<file path="config.mk">
export PLATFORM = sky130hd
export DESIGN_NAME = video_timing_gen
export DESIGN_NICKNAME = d
export VERILOG_FILES = /design/src/rtl/video_timing_gen.sv
export SDC_FILE = /design/constraint.sdc
export NUM_CORES = 1
export LEC_CHECK = 0
export ABC_CLOCK_PERIOD_IN_PS = 5980
export CAP_MARGIN = 20
export CORE_MARGIN = 3
export CORE_UTILIZATION = 31
export DETAILED_ROUTE_END_ITERATION = 6
export GPL_TIMING_DRIVEN = 0
export PLACE_DENSITY_LB_ADDON = 0.12
export SYNTH_ARGS = -nofsm -noshare
export SYNTH_HDL_FRONTEND = slang
export SYNTH_SLANG_ARGS = --single-unit
</file>
<file path="constraint.sdc">
create_clock -name clk_i -period 5.98 [get_ports clk_i]
set_input_delay 0.598 -clock clk_i [delete_from_list [all_inputs] [get_ports clk_i]]
set_output_delay 0.598 -clock clk_i [all_outputs]
set_load 0.02 [all_outputs]
</file>
<file path="src/rtl/video_timing_gen.sv">
// Raster timing source: hs/vs/de, pixel coordinates, frame/line markers
// and built-in test patterns. All outputs are registered; the values after
// an edge describe the (h,v) position held before that edge.
module video_timing_gen #(
    parameter int   H_WIDTH  = 1920,
    parameter int   H_START  = 2008,
    parameter int   H_SYNC   = 44,
    parameter int   H_TOTAL  = 2200,
    parameter int   V_HEIGHT = 1080,
    parameter int   V_START  = 1084,
    parameter int   V_SYNC   = 5,
    parameter int   V_TOTAL  = 1125,
    parameter logic HS_POL   = 1'b1,
    parameter logic VS_POL   = 1'b1,
    parameter int   KH       = 30,
    parameter int   KV       = 30
) (
    input  logic        clk_i,
    input  logic        rst_i,
    input  logic        en_i,
    input  logic        resync_i,
    input  logic [1:0]  pattern_i,
    output logic        hs_o,
    output logic        vs_o,
    output logic        de_o,
    output logic [15:0] hx_o,
    output logic [15:0] vy_o,
    output logic        sof_o,
    output logic        eol_o,
    output logic [23:0] data_o
);

    // Window bounds are folded into constants so no runtime sum can overflow.
    localparam logic [15:0] H_LAST_L   = 16'(H_TOTAL - 1);
    localparam logic [15:0] V_LAST_L   = 16'(V_TOTAL - 1);
    localparam logic [15:0] H_ACT_L    = 16'(H_WIDTH);
    localparam logic [15:0] V_ACT_L    = 16'(V_HEIGHT);
    localparam logic [15:0] H_EOL_L    = 16'(H_WIDTH - 1);
    localparam logic [15:0] HS_FIRST_L = 16'(H_START);
    localparam logic [15:0] HS_LAST_L  = 16'(H_START + H_SYNC - 1);
    localparam logic [15:0] VS_FIRST_L = 16'(V_START);
    localparam logic [15:0] VS_LAST_L  = 16'(V_START + V_SYNC - 1);
    localparam logic [15:0] BAR_END_L  = 16'((H_WIDTH / 8) - 1);
    localparam logic [15:0] KH_END_L   = 16'(KH - 1);
    localparam logic [15:0] KV_END_L   = 16'(KV - 1);

    // Colour bar lookup, white through black.
    function automatic logic [23:0] bar_color(input logic [2:0] idx);
        logic [23:0] c;
        case (idx)
            3'd0:    c = 24'hFFFFFF;
            3'd1:    c = 24'hFFFF00;
            3'd2:    c = 24'h00FFFF;
            3'd3:    c = 24'h00FF00;
            3'd4:    c = 24'hFF00FF;
            3'd5:    c = 24'hFF0000;
            3'd6:    c = 24'h0000FF;
            3'd7:    c = 24'h000000;
            default: c = 24'h000000;
        endcase
        return c;
    endfunction

    logic [15:0] h_r, v_r;
    logic [15:0] bar_cnt_r, hk_cnt_r, vk_cnt_r;
    logic [2:0]  bar_idx_r;
    logic        hb_r, vb_r;
    logic [1:0]  pattern_r;

    logic [15:0] h_cur_s, v_cur_s, h_nxt_s, v_nxt_s;
    logic [15:0] bar_cnt_cur_s, hk_cnt_cur_s, vk_cnt_cur_s;
    logic [15:0] bar_cnt_nxt_s, hk_cnt_nxt_s, vk_cnt_nxt_s;
    logic [2:0]  bar_idx_cur_s, bar_idx_nxt_s;
    logic        hb_cur_s, vb_cur_s, hb_nxt_s, vb_nxt_s;
    logic        de_s, sof_s, eol_s, hs_act_s, vs_act_s, line_end_s;
    logic [1:0]  pat_s;
    logic [23:0] pixel_s;

    // Current position (resync forces 0,0), output decode and next-position logic.
    always_comb begin
        h_cur_s = resync_i ? 16'd0 : h_r;
        v_cur_s = resync_i ? 16'd0 : v_r;

        // Pattern counters restart at the left edge / top line.
        if (h_cur_s == 16'd0) begin
            bar_cnt_cur_s = 16'd0;
            bar_idx_cur_s = 3'd0;
            hk_cnt_cur_s  = 16'd0;
            hb_cur_s      = 1'b0;
        end else begin
            bar_cnt_cur_s = bar_cnt_r;
            bar_idx_cur_s = bar_idx_r;
            hk_cnt_cur_s  = hk_cnt_r;
            hb_cur_s      = hb_r;
        end
        if (v_cur_s == 16'd0) begin
            vk_cnt_cur_s = 16'd0;
            vb_cur_s     = 1'b0;
        end else begin
            vk_cnt_cur_s = vk_cnt_r;
            vb_cur_s     = vb_r;
        end

        de_s     = (h_cur_s < H_ACT_L) && (v_cur_s < V_ACT_L);
        sof_s    = de_s && (h_cur_s == 16'd0) && (v_cur_s == 16'd0);
        eol_s    = de_s && (h_cur_s == H_EOL_L);
        hs_act_s = (h_cur_s >= HS_FIRST_L) && (h_cur_s <= HS_LAST_L);
        vs_act_s = (v_cur_s >= VS_FIRST_L) && (v_cur_s <= VS_LAST_L);

        // A new pattern takes effect exactly on the first pixel of a frame.
        pat_s = sof_s ? pattern_i : pattern_r;
        case (pat_s)
            2'b00:   pixel_s = 24'h000000;
            2'b01:   pixel_s = bar_color(bar_idx_cur_s);
            2'b10:   pixel_s = (hb_cur_s ^ vb_cur_s) ? 24'h000000 : 24'hFFFFFF;
            2'b11:   pixel_s = {3{h_cur_s[7:0]}};
            default: pixel_s = 24'h000000;
        endcase
        if (!de_s) begin
            pixel_s = 24'h000000;
        end else begin
            pixel_s = pixel_s;
        end

        line_end_s = (h_cur_s == H_LAST_L);
        if (line_end_s) begin
            h_nxt_s = 16'd0;
            v_nxt_s = (v_cur_s == V_LAST_L) ? 16'd0 : v_cur_s + 16'd1;
        end else begin
            h_nxt_s = h_cur_s + 16'd1;
            v_nxt_s = v_cur_s;
        end

        // Last bar absorbs the remainder, so the bar counter parks at index 7.
        if (bar_idx_cur_s == 3'd7) begin
            bar_idx_nxt_s = bar_idx_cur_s;
            bar_cnt_nxt_s = bar_cnt_cur_s;
        end else if (bar_cnt_cur_s == BAR_END_L) begin
            bar_idx_nxt_s = bar_idx_cur_s + 3'd1;
            bar_cnt_nxt_s = 16'd0;
        end else begin
            bar_idx_nxt_s = bar_idx_cur_s;
            bar_cnt_nxt_s = bar_cnt_cur_s + 16'd1;
        end

        if (hk_cnt_cur_s == KH_END_L) begin
            hk_cnt_nxt_s = 16'd0;
            hb_nxt_s     = ~hb_cur_s;
        end else begin
            hk_cnt_nxt_s = hk_cnt_cur_s + 16'd1;
            hb_nxt_s     = hb_cur_s;
        end

        // Vertical block counter advances once per line.
        if (!line_end_s) begin
            vk_cnt_nxt_s = vk_cnt_r;
            vb_nxt_s     = vb_r;
        end else if (vk_cnt_cur_s == KV_END_L) begin
            vk_cnt_nxt_s = 16'd0;
            vb_nxt_s     = ~vb_cur_s;
        end else begin
            vk_cnt_nxt_s = vk_cnt_cur_s + 16'd1;
            vb_nxt_s     = vb_cur_s;
        end
    end

    // Raster state and registered outputs; disable freezes position and blanks.
    always_ff @(posedge clk_i or posedge rst_i) begin
        if (rst_i) begin
            h_r       <= 16'd0;
            v_r       <= 16'd0;
            bar_cnt_r <= 16'd0;
            bar_idx_r <= 3'd0;
            hk_cnt_r  <= 16'd0;
            hb_r      <= 1'b0;
            vk_cnt_r  <= 16'd0;
            vb_r      <= 1'b0;
            pattern_r <= 2'b00;
            hs_o      <= ~HS_POL;
            vs_o      <= ~VS_POL;
            de_o      <= 1'b0;
            sof_o     <= 1'b0;
            eol_o     <= 1'b0;
            hx_o      <= 16'd0;
            vy_o      <= 16'd0;
            data_o    <= 24'd0;
        end else if (en_i) begin
            h_r       <= h_nxt_s;
            v_r       <= v_nxt_s;
            bar_cnt_r <= bar_cnt_nxt_s;
            bar_idx_r <= bar_idx_nxt_s;
            hk_cnt_r  <= hk_cnt_nxt_s;
            hb_r      <= hb_nxt_s;
            vk_cnt_r  <= vk_cnt_nxt_s;
            vb_r      <= vb_nxt_s;
            pattern_r <= pat_s;
            hs_o      <= hs_act_s ? HS_POL : ~HS_POL;
            vs_o      <= vs_act_s ? VS_POL : ~VS_POL;
            de_o      <= de_s;
            sof_o     <= sof_s;
            eol_o     <= eol_s;
            hx_o      <= h_cur_s;
            vy_o      <= v_cur_s;
            data_o    <= pixel_s;
        end else begin
            h_r       <= resync_i ? 16'd0 : h_r;
            v_r       <= resync_i ? 16'd0 : v_r;
            hs_o      <= ~HS_POL;
            vs_o      <= ~VS_POL;
            de_o      <= 1'b0;
            sof_o     <= 1'b0;
            eol_o     <= 1'b0;
            data_o    <= 24'd0;
        end
    end

endmodule

</file>
# --- Word level (Yosys, flattened, before mapping) ---
# Memories as Yosys holds them, arrays and structs flattened.
# Cells that the tools add are included.
classes:
  n_addsub: 6
  mul: 0
  div: 0
  magnitude_cmp: 6
  eq_ne: 10
  shifts: 0
  n_mux: 33
  n_bitwise: 3
  n_reduce_logical: 10
op_table:
  columns: ["op", "count"]
  rows:
  - ["two-way mux 16 bit", 14]
  - ["one-hot mux 24 bit (4 select lines)", 1]
  - ["adder 16 x 1 -> 16 bit (second input constant)", 5]
  - ["two-way mux 24 bit", 3]
  - ["equality test 16 x 11 -> 1 bit (second input constant)", 2]
  - ["equality test 16 x 5 -> 1 bit (second input constant)", 2]
  - [">= comparator 16 x 11 -> 1 bit (second input constant)", 2]
  - ["zero test 16 bit", 2]
  - ["< comparator 16 x 11 -> 1 bit (second input constant)", 2]
  - ["equality test 16 x 12 -> 1 bit (second input constant)", 1]
  - ["equality test 16 x 8 -> 1 bit (second input constant)", 1]
  - ["<= comparator 16 x 11 -> 1 bit (second input constant)", 1]
  - ["<= comparator 16 x 12 -> 1 bit (second input constant)", 1]
  - ["two-way mux 1 bit", 11]
  - ["two-way mux 3 bit", 3]
  - ["logical AND 1 bit", 6]
  - ["equality test 2 bit (second input constant)", 2]
  - ["adder 3 x 1 -> 3 bit (second input constant)", 1]
  - ["equality test 3 bit (second input constant)", 1]
  - ["equality test 2 x 1 -> 1 bit (second input constant)", 1]
  - ["zero test 2 bit", 1]
  - ["two-way mux 2 bit", 1]
  - ["NOT 1 bit", 2]
  - ["AND reduction 2 bit", 1]
  - ["XOR 1 bit", 1]
word_totals:
  ff_bits: 148
  latch_bits: 0
  ramBits: 0
  rom_bits: 192
  inputBits: 6
  output_inout_bits: 61
  wordCells: 86
  memories: 1
mem_list:
  columns: ["name", "depth", "width", "rd", "rd_ports_with_merged_regs", "write_ports", "line", "source"]
  rows:
  - ["(no name shown)", 8, 24, 1, 0, 0, "50", "case (idx)"]

# --- Depth between registers and ports, before layout ---
logic_depth:
  word_depth: 10
  mapped_depth: 19
  ltp_nobuf: 15

# --- Least setup slack after synthesis ---
# No wires, ideal clock.
synth_path:
  path_type: "input port to flip-flop"
  startpoint: "input resync_i"
  endpoint: "register hk_cnt_r[15]"
  setup_time_ns: 0.132
  t_arrival_ns: 3.955
  required_time_ns: 5.848
  setup_slack_ns: 1.892
  stages: 19
  path_buffers: 5
  cell_sequence: "clkbuf_1 > clkbuf_1 > nor2b_1 > inv_1 > ha_1 > clkbuf_1 > clkinv_1 > nor2_1 > clkbuf_1 > nor2_1 > inv_1 > ha_1 > nor4b_1 > nand4_1 > o211ai_1 > clkbuf_1 > a31oi_1 > o21ai_0 > o31ai_1"
synth_between:
  elab_chain_cells: 5
  word_cells_on_any_way: 6
  cone_classes: "add/sub (1); eq/ne (1); mux (3); reduce/logical (1)"
synth_lines:
  columns: ["item", "line", "source"]
  rows:
  - ["start, declared", "21", "input logic resync_i,"]
  - ["two-way mux 16 bit (*)", null, null]
  - ["via h_cur_s[0]", "70", "logic [15:0] h_cur_s, v_cur_s, h_nxt_s, v_nxt_s;"]
  - ["zero test 16 bit (*)", "85", "if (h_cur_s == 16'd0) begin"]
  - ["two-way mux 16 bit (*)", "85", null]
  - ["adder 16 x 1 -> 16 bit or equality test 16 x 5 -> 1 bit (tied branches)", "150, 146", null]
  - ["two-way mux 16 bit (*)", "146", "if (hk_cnt_cur_s == KH_END_L) begin"]
  - ["end signal, assigned", "192", "hk_cnt_r <= hk_cnt_nxt_s;"]
  - ["end, declared", "65", "logic [15:0] bar_cnt_r, hk_cnt_r, vk_cnt_r;"]
# Mark *: on every way through the listed nets, which the timed path passes. The rest lies on a longest branch.
# A chain may end at the register's enable or synchronous reset.

# --- Final worst setup path ---
# Same ends and word-level chain as after synthesis.

==> impl_metrics.prom <==
# TYPE chip_impl_metric gauge
chip_impl_info{name="run_status",value="finished clean"} 1
chip_impl_metric{name="dr_vias_cell",unit=""} 5.22
chip_impl_info{name="cts_root_buf",value="sky130_fd_sc_hd__clkbuf_16"} 1
chip_impl_metric{name="num_rows",unit=""} 55
chip_impl_metric{name="power.share.switching",unit="%"} 27.4
chip_impl_metric{name="number_of_sinks_driven_by_the_clock_tree",unit=""} 148
chip_impl_info{name="netlist_top_cells_area",value="sky130_fd_sc_hd__dfrtp_1, sky130_fd_sc_hd__o21ai_0, sky130_fd_sc_hd__nand3_1"} 1
chip_impl_metric{name="routed_wl",unit="mm"} 20.8
chip_impl_metric{name="cts_inserted_buffers",unit=""} 17
chip_impl_info{name="worstSetupStartpoint",value="resync_i"} 1
chip_impl_metric{name="die-width",unit="um"} 160
chip_impl_metric{name="pwr-share-comb",unit="%"} 10.2
chip_impl_metric{name="min_path_cells",unit=""} 1
chip_impl_metric{name="yosysWarnings",unit=""} 0
chip_impl_metric{name="total_number_of_nets_in_the_final_design",unit=""} 876
chip_impl_metric{name="clock_tree.htree_level_count",unit=""} 4
chip_impl_metric{name="initial_antenna_violation_count",unit=""} 0
chip_impl_metric{name="io_buffer_count",unit=""} 66
chip_impl_metric{name="r2r_setup_slack",unit="ns"} 1.17
chip_impl_metric{name="clock-skew-final",unit="ns"} 0.0130
chip_impl_metric{name="cts-hold-fix-buffers",unit=""} 0
chip_impl_metric{name="grt_start_max_net_pins",unit=""} 85
chip_impl_metric{name="ys_ff_latch",unit=""} 148
chip_impl_metric{name="gp_congestion",unit=""} 0.785
chip_impl_metric{name="start_util",unit="%"} 32.0
chip_impl_info{name="clock_tree_from_tritoncts",value="done"} 1
chip_impl_metric{name="die_h",unit="um"} 160
chip_impl_metric{name="global_route_usage_over_all_layers",unit="%"} 16.8
chip_impl_metric{name="placed_area",unit="sq um"} 8420
chip_impl_metric{name="design_power_total",unit="W"} 0.00235
chip_impl_metric{name="internal_power",unit="W"} 0.00171
chip_impl_metric{name="mappedNetlistArea",unit="sq um"} 7330
chip_impl_metric{name="timing.final.max_slew_violations",unit=""} 0
chip_impl_info{name="critical_path.startpoint_type",value="input port"} 1
chip_impl_metric{name="share_clk_of_total_power",unit="%"} 45.0
chip_impl_metric{name="power.density_cell_area",unit="nW/um^2"} 261
chip_impl_metric{name="period_minus_slack",unit="ns"} 5.36
chip_impl_info{name="worst_r2r_endpoint",value="bar_cnt_r[15]$_DFFE_PP0P_"} 1
chip_impl_metric{name="synth.lib_cells_used.distinct",unit=""} 59
chip_impl_metric{name="max_slew_margin",unit="%"} 44.6
chip_impl_metric{name="power_switching",unit="W"} 0.000645
chip_impl_metric{name="hold_viol",unit=""} 0
chip_impl_metric{name="overflow",unit=""} 0
chip_impl_metric{name="postSynthNetCount",unit=""} 790
chip_impl_metric{name="async_flop_share",unit="%"} 100
chip_impl_metric{name="routed-via-count",unit=""} 6186
chip_impl_info{name="synthFlopType",value="sky130_fd_sc_hd__dfrtp_1"} 1
chip_impl_metric{name="cts_max_path_buffers",unit=""} 2
chip_impl_metric{name="fmaxAchievable",unit="MHz"} 186
chip_impl_metric{name="detail_route.drc_violations",unit=""} 0
chip_impl_info{name="timing_worst_setup_path_type",value="input port to register"} 1
chip_impl_metric{name="max_cap_violations",unit=""} 0
chip_impl_metric{name="drt_first_iter_violations",unit=""} 339
chip_impl_info{name="crit-reg2reg-launch",value="h_r[3]$_DFF_PP0_"} 1
chip_impl_metric{name="pre_cts_slack",unit="ns"} -0.756
chip_impl_metric{name="die_area",unit="sq um"} 25500
chip_impl_info{name="holdCritStartpoint",value="vk_cnt_r[15]$_DFFE_PP0P_"} 1
chip_impl_metric{name="design_area",unit="sq um"} 9000
chip_impl_info{name="timing.hold.worst.class",value="register to register"} 1
chip_impl_metric{name="reg2reg_depth",unit=""} 16
chip_impl_metric{name="synth_enable_flop_cells",unit=""} 0
chip_impl_metric{name="synth-adder-area-share",unit="%"} 1.88
chip_impl_metric{name="dp_hpwl",unit="mm"} 14.7
chip_impl_metric{name="drive_gt1_share",unit="%"} 7.80
chip_impl_metric{name="vdd_drop_max",unit="V"} 0.000165
chip_impl_metric{name="areaGrowthSynthToFinish",unit="%"} 22.8
chip_impl_metric{name="wire_length_of_the_first_global_routing_pass",unit="mm"} 34.7
chip_impl_metric{name="num_antenna_cells",unit=""} 0
chip_impl_info{name="synth_common_cells",value="sky130_fd_sc_hd__dfrtp_1, sky130_fd_sc_hd__nand2_1, sky130_fd_sc_hd__o21ai_0"} 1
chip_impl_metric{name="vias_in_the_first_global_route",unit=""} 6205
chip_impl_metric{name="path_max_fanout",unit=""} 10
chip_impl_metric{name="syn-mean-instance-area",unit="sq um"} 9.48
chip_impl_metric{name="yosys.area_share.xor_xnor",unit="%"} 2.39
chip_impl_metric{name="insertion_delay",unit="ns"} 0.42
chip_impl_metric{name="p_leak",unit="nW"} 3.87
chip_impl_metric{name="postRouteAntennaNets",unit=""} 0
chip_impl_metric{name="muxShareOfSynthArea",unit="%"} 2.88
chip_impl_metric{name="synth_simple_gate_area_share",unit="%"} 23.7
chip_impl_metric{name="routed_wire_length_per_instance",unit="um"} 17.5
chip_impl_metric{name="worst-endpoint-required",unit="ns"} 6.28
chip_impl_metric{name="yosysSeqAreaShare",unit="%"} 50.5
chip_impl_info{name="dominant_combinational_cell_family_by_area_after_synthesis",value="simple AND/OR/NAND/NOR gates"} 1
chip_impl_metric{name="final_critical_path_setup_slack",unit="ns"} 0.616
chip_impl_metric{name="final_count_of_negative_setup_slack_endpoints",unit=""} 0
chip_impl_metric{name="critical_path_arrival",unit="ns"} 5.67
chip_impl_metric{name="timing.final.crit_share",unit="%"} 89.7
chip_impl_metric{name="netlist.area_leader.share",unit="%"} 50.5
chip_impl_info{name="critical_path_endpoint_category",value="register"} 1
chip_impl_metric{name="core-area",unit="sq um"} 22900
chip_impl_info{name="holdPathEnd",value="vk_cnt_r[15]$_DFFE_PP0P_"} 1
chip_impl_info{name="synth_most_common_cell",value="sky130_fd_sc_hd__dfrtp_1"} 1
chip_impl_metric{name="max_slew.worst_pin.slew",unit="ns"} 0.824
chip_impl_metric{name="cts.reportedPaths.clkPinSlew",unit="ns"} 0.07
chip_impl_metric{name="first_pass_iters",unit=""} 5
chip_impl_metric{name="fraction_of_the_mapped_netlist_area_in_compound_gates",unit="%"} 15.8
chip_impl_info{name="rsz0062_at_grt",value="no"} 1
chip_impl_metric{name="postSynthCellCount",unit=""} 773
chip_impl_metric{name="share_seq_of_total_power",unit="%"} 44.8
chip_impl_metric{name="pin_count",unit=""} 67
chip_impl_info{name="synthDominantAreaCellType",value="sky130_fd_sc_hd__dfrtp_1"} 1
==> cell families (layout without fill, tap and decap cells) <==
family	count (synthesis)	after routing
xor+xnor	20	20
buf+inv	54	153
simple gates	339	339
flops	148	148
mux	19	19
compound gates	182	182
fa+ha+maj	11	11
==> layer usage <==
metal | vias up | GRT usage [%] | wire [um]
li1 | 3007 | - | -
met1 | 3058 | 23.8 | 10300
met2 | 109 | 26.9 | 9600
met3 | 12 | 2.88 | 667
met4 | 0 | 3.83 | 176
met5 | - | 0 | 0
==> worst max path at each step <==
stage	to	slack, ns	cells past startpoint
2_1_floorplan	bar_cnt_r[0]$_DFFE_PP0P_	1.40	1
3_3_place_gp	vk_cnt_r[7]$_DFFE_PP0P_	-1.06	2
3_5_place_dp	hk_cnt_r[15]$_DFFE_PP0P_	-0.76	20
4_1_cts	hk_cnt_r[15]$_DFFE_PP0P_	0.09	20
5_1_grt	hk_cnt_r[15]$_DFFE_PP0P_	0.14	19
6_report	hk_cnt_r[15]$_DFFE_PP0P_	0.62	19
==> registers in the layout (all words and copies together) (netlist names) <==
signal / cells
bar_idx_r: 3
bar_cnt_r: 16
data_o: 24
hx_o: 16
vs_o: 1
hb_r: 1
hs_o: 1
vb_r: 1
vk_cnt_r: 16
h_r: 16
v_r: 16
vy_o: 16
de_o: 1
eol_o: 1
sof_o: 1
pattern_r: 2
hk_cnt_r: 16
==> cell usage in the layout, fill, tap and decap left out, types with 11 or more instances in the layout <==
cell,Yosys,final
sky130_fd_sc_hd__nor4_1,11,11
sky130_fd_sc_hd__nand2b_1,13,13
sky130_fd_sc_hd__ha_1,11,11
sky130_fd_sc_hd__clkbuf_16,0,17
sky130_fd_sc_hd__o21ai_0,72,72
sky130_fd_sc_hd__o31ai_1,11,11
sky130_fd_sc_hd__and3_1,17,17
sky130_fd_sc_hd__a22o_1,17,17
sky130_fd_sc_hd__a21oi_1,29,29
sky130_fd_sc_hd__clkdlybuf4s50_1,0,66
sky130_fd_sc_hd__mux2_2,17,17
sky130_fd_sc_hd__nor2_1,53,52
sky130_fd_sc_hd__nand2_1,76,76
sky130_fd_sc_hd__nor3_1,23,23
sky130_fd_sc_hd__nor2b_1,18,18
sky130_fd_sc_hd__nand4_1,23,23
sky130_fd_sc_hd__nand3_1,67,67
sky130_fd_sc_hd__clkbuf_1,27,24
sky130_fd_sc_hd__xor2_1,12,12
sky130_fd_sc_hd__inv_1,17,16
sky130_fd_sc_hd__dfrtp_1,148,148
==> stage by stage <==
| stage | cells | hold slack [ns] | setup TNS (ns) | util (%) |
|---|---|---|---|---|
| final | 1185 | 0.480 | 0 | 39.3 |
| after global placement | 1152 | 0.470 | -163.03 | 36.6 |
| after floorplan | 773 | 0.446 | 0 | - |
| after detailed placement | 1153 | 0.464 | -7.79 | 36.7 |
| after global routing | 1185 | 0.517 | 0 | 39.3 |
| after CTS | 1185 | 0.479 | 0 | 39.2 |
==> layout make-up <==
cell class | count | area (sq um)
timing repair buffer | 68 | 693
clock buffer | 18 | 429
tap | 313 | 392
fill | 2308 | 13900
sequential | 148 | 3700
multi-input combinational | 571 | 3420
inverter | 19 | 82.6
clock inverter | 14 | 143
buffer | 34 | 136
==> power by group through the flow <==
stage / Clock [W] / Combinational, W / Sequential, W
floorplan: 0 / 0.000105 / 0.00110
global placement: 0 / 0.000241 / 0.00107
detailed placement: 0 / 0.000244 / 0.00107
CTS: 0.00108 / 0.000245 / 0.00105
global route: 0.00113 / 0.000265 / 0.00106
finish: 0.00106 / 0.000241 / 0.00105
==> critical path, stage by stage <==
cell and delay [ns]:
sky130_fd_sc_hd__clkdlybuf4s50_1 0.61, sky130_fd_sc_hd__clkbuf_2 0.31, sky130_fd_sc_hd__clkbuf_2 0.33, sky130_fd_sc_hd__nor2b_1 0.17, sky130_fd_sc_hd__inv_1 0.12, sky130_fd_sc_hd__ha_1 0.47, sky130_fd_sc_hd__clkinvlp_4 0.35, sky130_fd_sc_hd__nor2_2 0.42
sky130_fd_sc_hd__clkbuf_1 0.43, sky130_fd_sc_hd__nor2_1 0.12, sky130_fd_sc_hd__inv_1 0.08, sky130_fd_sc_hd__ha_1 0.14, sky130_fd_sc_hd__nor4b_1 0.36, sky130_fd_sc_hd__nand4_1 0.25, sky130_fd_sc_hd__o211ai_1 0.23, sky130_fd_sc_hd__clkbuf_2 0.31
sky130_fd_sc_hd__a31oi_1 0.07, sky130_fd_sc_hd__o21ai_0 0.20, sky130_fd_sc_hd__o31ai_1 0.10
==> what timing repair did <==
item                                    4_1_cts  5_1_grt
hold endpoints to repair                      0        0
endpoints found under the setup margin       13       13
setup buffers                                 0        0
resized for setup                             2        5
Note: power is estimated with default switching activity, not from simulation.
==> patch 1, RTL diff (same settings) <==
Change the parameter `VS_POL` from 1'b1 to 1'b0.
--- a/src/rtl/video_timing_gen.sv
+++ b/src/rtl/video_timing_gen.sv
@@ -11,7 +11,7 @@
     parameter int   V_SYNC   = 5,
     parameter int   V_TOTAL  = 1125,
     parameter logic HS_POL   = 1'b1,
-    parameter logic VS_POL   = 1'b1,
+    parameter logic VS_POL   = 1'b0,
     parameter int   KH       = 30,
     parameter int   KV       = 30
 ) (
Function: changed (a bounded check fails within 4 cycles, from zero or initial values and one cycle with rst_i high).
==> patch 1 against the original RTL <==
Worst setup slack got worse by 0.061 ns. Power fell by 0.40%. Sequential power barely moved. Non-clock buffer count rose by 8. Count of clock-buffer cells in the layout did not move. Die area rose by 2.5%. Sequential cell count did not move. Synthesized area rose by 2.6%. Routed wire length rose by 4.3%. Hold slack improved by 0.014 ns. Critical path type unchanged. Clock skew rose by 0.0056 ns. Highest routed layer unchanged. Critical endpoint is now vk_cnt_r[6]. Design area rose by 2.3%.
==> patch 1: results (changes against the original RTL) <==
DP Worst Slack 0.172 ns (was -0.756 ns); fin nets 904 (was 876); TritonRoute pass-1 iters 5 (unchanged); Seq/Total Area, Yosys 0.492 (was 0.505); DR vias 6447 (was 6186); clock network fraction of total power 0.448 (was 0.450); Total Routing Usage GR 0.168 (about the same); met1 GRT Util 0.241 (was 0.238); syn_nets 815 (was 790); WL/cell 17.8 um (was 17.5 um); clk buf depth 2 (unchanged); Fin Hold WS 0.494 ns (was 0.480 ns); CTS resizes 0 (was 2); largest net degree at the start of global routing 91 (was 85); first-pass GRT wire length 35400 um (was 34700 um); GP Congestion 0.784 (was 0.785); port buffer count 65 (was 66); FILL cells 2457 (was 2308); mean post-synth cell area 9.43 um2 (was 9.48 um2); Distinct cells, synth 63 (was 59); Crit-path slowest cell o22ai_1 (was clkdlybuf4s50_1); Final Util 0.389 (was 0.393); Post-DP HPWL 15400 um (was 14700 um); M1 wire length 10600 um (was 10300 um); Crit path arrival time 5.74 ns (was 5.67 ns); worst vdd ir 146 uV (was 165 uV); skew final 0.0186 ns (was 0.0130 ns); DP Area 8630 um2 (was 8420 um2); main area contributors after synthesis dfrtp_1 49%, o21ai_0 5.6%, nand2_1 4.0%, a21oi_1 3.1%, mux2_2 2.7% (was dfrtp_1 51%, o21ai_0 4.9%, nand3_1 4.6%, nand2_1 3.9%, nor2_1 2.7%); CTS buffer count 17 (unchanged); Hold Startpoint hx_o[12] (was vk_cnt_r[15]); clock-pin slew of the registers on the worst-case setup and hold paths 0.06 ns; sink of the worst hold path hx_o[12] (was vk_cnt_r[15]); DRT iter0 DRCs 422 (was 339); hold path cells 2 (was 1); Post-Layout Cell Count 1219 (was 1185); Commonest cells post-synth 147 x dfrtp_1, 84 x o21ai_0, 81 x nand2_1 (was 148 x dfrtp_1, 76 x nand2_1, 72 x o21ai_0); Critical Path Max Stage Delay 0.65 ns (was 0.61 ns); share of cells above drive strength 1 0.0822 (was 0.0780); met2 Resource Use GR 0.262 (was 0.269); r2r endpoint bar_cnt_r[15] (unchanged); Reg2Reg Launch Point h_r[7] (was h_r[3]); worst reg2reg setup slack 1.44 ns (was 1.17 ns); Worst Tran Pin Value 1.05 ns (was 0.824 ns); met3 WL 943 um (was 667 um); met3 usage 0.0303 (was 0.0288); combinational power share 0.104 (was 0.102); Met2 Routed Length 9800 um (was 9600 um); Pint 1.68 mW (was 1.71 mW); status finished, final reports clean (unchanged); Leak 3.74 nW (was 3.87 nW); R2R depth 13 (was 16)
## patch 1: worst max-delay path by stage
stage,startpoint,to,slack (ns)
3_5_place_dp,resync_i,vk_cnt_r[6],0.17
2_1_floorplan,rst_i,bar_cnt_r[0],1.40
5_1_grt,resync_i,vk_cnt_r[11],0.12
6_report,resync_i,vk_cnt_r[6],0.55
3_3_place_gp,rst_i,data_o[13],-1.08
4_1_cts,resync_i,vk_cnt_r[6],0.61
## patch 1: cell families after synthesis
group,Yosys count,share of synthesized area
AOI/OAI and AO/OA,210,0.173
DFF,148,0.492
adders and majority gates,11,0.0183
buffers and inverters,67,0.0348
xor gates and xnor gates,17,0.0198
and+or+nand+nor,323,0.229
muxes,22,0.0329
## patch 1: layout make-up
type / count / area share
sequential: 148 / 0.402
multi-input combinational: 583 / 0.386
inverter: 27 / 0.0118
tap: 319 / 0.0433
timing repair buffer: 70 / 0.0764
clock buffer: 18 / 0.0477
clock inverter: 14 / 0.0148
buffer: 40 / 0.0174
==> patch 2, RTL diff (same settings) <==
Made on the original files. Register the output `hx_o` once more, cleared by the reset; this adds one clock of latency there. The other outputs are not delayed to match.
--- a/src/rtl/video_timing_gen.sv
+++ b/src/rtl/video_timing_gen.sv
@@ -44,6 +44,8 @@
     localparam logic [15:0] KH_END_L   = 16'(KH - 1);
     localparam logic [15:0] KV_END_L   = 16'(KV - 1);
 
+    logic [15:0] hx_s0;
+
     // Colour bar lookup, white through black.
     function automatic logic [23:0] bar_color(input logic [2:0] idx);
         logic [23:0] c;
@@ -181,7 +183,7 @@
             de_o      <= 1'b0;
             sof_o     <= 1'b0;
             eol_o     <= 1'b0;
-            hx_o      <= 16'd0;
+            hx_s0     <= 16'd0;
             vy_o      <= 16'd0;
             data_o    <= 24'd0;
         end else if (en_i) begin
@@ -199,7 +201,7 @@
             de_o      <= de_s;
             sof_o     <= sof_s;
             eol_o     <= eol_s;
-            hx_o      <= h_cur_s;
+            hx_s0     <= h_cur_s;
             vy_o      <= v_cur_s;
             data_o    <= pixel_s;
         end else begin
@@ -214,5 +216,13 @@
         end
     end
 
+    always_ff @(posedge clk_i or posedge rst_i) begin
+        if (rst_i) begin
+            hx_o <= '0;
+        end else begin
+            hx_o <= hx_s0;
+        end
+    end
+
 endmodule
 
Formal check against the unedited RTL: not equivalent (a bounded check fails within 4 cycles, from zero or initial values and one cycle with rst_i high).
==> patch 2 against the original RTL <==
Routed wire length grew 6.0%. Maximum frequency down 1.1%. Count of clock-buffer cells in the layout up 1. Sequential power up 10%. Combinational power fell by 2%. Power increased by 8.8%. Via count grew 4.1%. Synthesized area increased by 8.8%. Die area up 8.5%. Worst setup slack lost 0.061 ns. Cell count up 2.9%. Sequential cell count is 16 higher. Design area is 7.8% higher. Clock power rose by 10%.
==> patch 2: results (changes against the original RTL) <==
Seq. cell area 4100 um2 (was 3700 um2); fin crit share 0.907 (was 0.897); Multi-In Gates 569 (was 571); multi-input logic portion of the cell area 0.369 (was 0.380); fin nets 893 (was 876); htree depth 4 (unchanged); clock network share of area 0.0645 (was 0.0635); WL/cell 18.1 um (was 17.5 um); Post-Synth XOR/XNOR Area 0.0231 (was 0.0239); worst vdd ir 171 uV (was 165 uV); FILL cells 2530 (was 2308); mux cell area share after synthesis 0.0347 (was 0.0288); Synth Area in Adders 0.0173 (was 0.0188); CTS resizes 0 (was 2); Synth-to-Final Area Change 21.6% (was 22.8%); r2r endpoint bar_idx_r[2] (was bar_cnt_r[15]); DP Area 9070 um2 (was 8420 um2); GP Congestion 0.829 (was 0.785); hold path cells 0 (was 1); Leak 4.15 nW (was 3.87 nW); slew margin rel. 0.426 (was 0.446); max reg flops 24 (unchanged); Post-CTS Repair Setup Buffers 0 (unchanged); Distinct cells, synth 73 (was 59); Via density 5.28 (was 5.22); Signal buf overhead 0.0916 (was 0.0922); clock buffers 19 (was 18); placed cells 1187 (was 1153); worst reg2reg setup slack 1.30 ns (was 1.17 ns); DRT iter0 DRCs 540 (was 339); Commonest cells post-synth 164 x dfrtp_1, 83 x nand2_1, 65 x nand3_1 (was 148 x dfrtp_1, 76 x nand2_1, 72 x o21ai_0); Crit path arrival time 5.74 ns (was 5.67 ns); first-pass GRT wire length 36400 um (was 34700 um); syn_nets 808 (was 790); Fin Hold WS 0.374 ns (was 0.480 ns); port buffer count 65 (was 66); main area contributors after synthesis dfrtp_1 51%, nand3_1 4.1%, nand2_1 3.9%, o21ai_0 3.7%, mux2_2 3.0% (was dfrtp_1 51%, o21ai_0 4.9%, nand3_1 4.6%, nand2_1 3.9%, nor2_1 2.7%); Hold Startpoint hx_s0[5] (was vk_cnt_r[15]); vias in the first global route 6516 (was 6205); DR vias 6439 (was 6186); Post-DP HPWL 15300 um (was 14700 um); Synth async-reset ratio 1.00 (unchanged); largest net degree at the start of global routing 87 (was 85); sink of the worst hold path hx_o[5] (was vk_cnt_r[15]); status finished, final reports clean (unchanged); inverter count 21 (was 19); Signal buffers 103 (was 102); share of cells above drive strength 1 0.0967 (was 0.0780); DP Worst Slack 0.159 ns (was -0.756 ns); clock-pin slew of the registers on the worst-case setup and hold paths about 0.06 ns; fin area 9700 um2 (was 9000 um2); Root Buffer clkbuf_16 (unchanged); #FFs+latches synth 164 (was 148); Total Routing Usage GR 0.163 (was 0.168); Compound-Gate Fraction of Synth Area 0.154 (was 0.158)
[patch 2: cell count changes in the layout (fill, tap and decap cells not counted), moves of 5 or more]
cell | unedited run | this run
o21a_1 | 1 | 6
dfrtp_1 | 148 | 164
a21oi_1 | 29 | 18
buf_2 | 5 | 0
nor3_1 | 23 | 13
o31ai_1 | 11 | 17
buf_6 | 0 | 5
o211ai_1 | 6 | 11
and3_1 | 17 | 10
nand4_1 | 23 | 17
o21ai_0 | 72 | 59
nand2_1 | 76 | 83
[patch 2: worst max path at each step]
| stage | to | depth (start not counted) | from |
|---|---|---|---|
| 2_1_floorplan | bar_cnt_r[0] | 1 | rst_i |
| 3_3_place_gp | vk_cnt_r[15] | 2 | rst_i |
| 3_5_place_dp | bar_idx_r[2] | 18 | resync_i |
| 4_1_cts | bar_idx_r[2] | 18 | resync_i |
| 5_1_grt | bar_idx_r[2] | 18 | resync_i |
| 6_report | bar_idx_r[2] | 18 | resync_i |
[patch 2: worst register-to-register path, delay by kind of cell, from the launching register on]
kind / cells / cell delay, ns
buffers and inverters: 6 / 1.70
AND/OR/NAND/NOR: 6 / 1.33
AO/OA/AOI/OAI: 3 / 0.83
adder cells (fa/ha/maj): 2 / 0.39
flip-flops: 1 / 0.32
[patch 2: routing by layer]
metal / GRT usage / vias to the layer above / share of wire / wire, um
li1: - / 3081 / - / -
met5: 0 / - / 0 / 0
met4: 0.0359 / 0 / 0.0095 / 210
met2: 0.260 / 140 / 0.46 / 10200
met1: 0.230 / 3204 / 0.49 / 10800
met3: 0.0352 / 14 / 0.034 / 742
[patch 2: power by group]
group,internal [mW],leakage (nW),switching (mW)
clock network,0.686,0.293,0.480
registers,1.14,2.25,0.0147
logic,0.0859,1.61,0.149
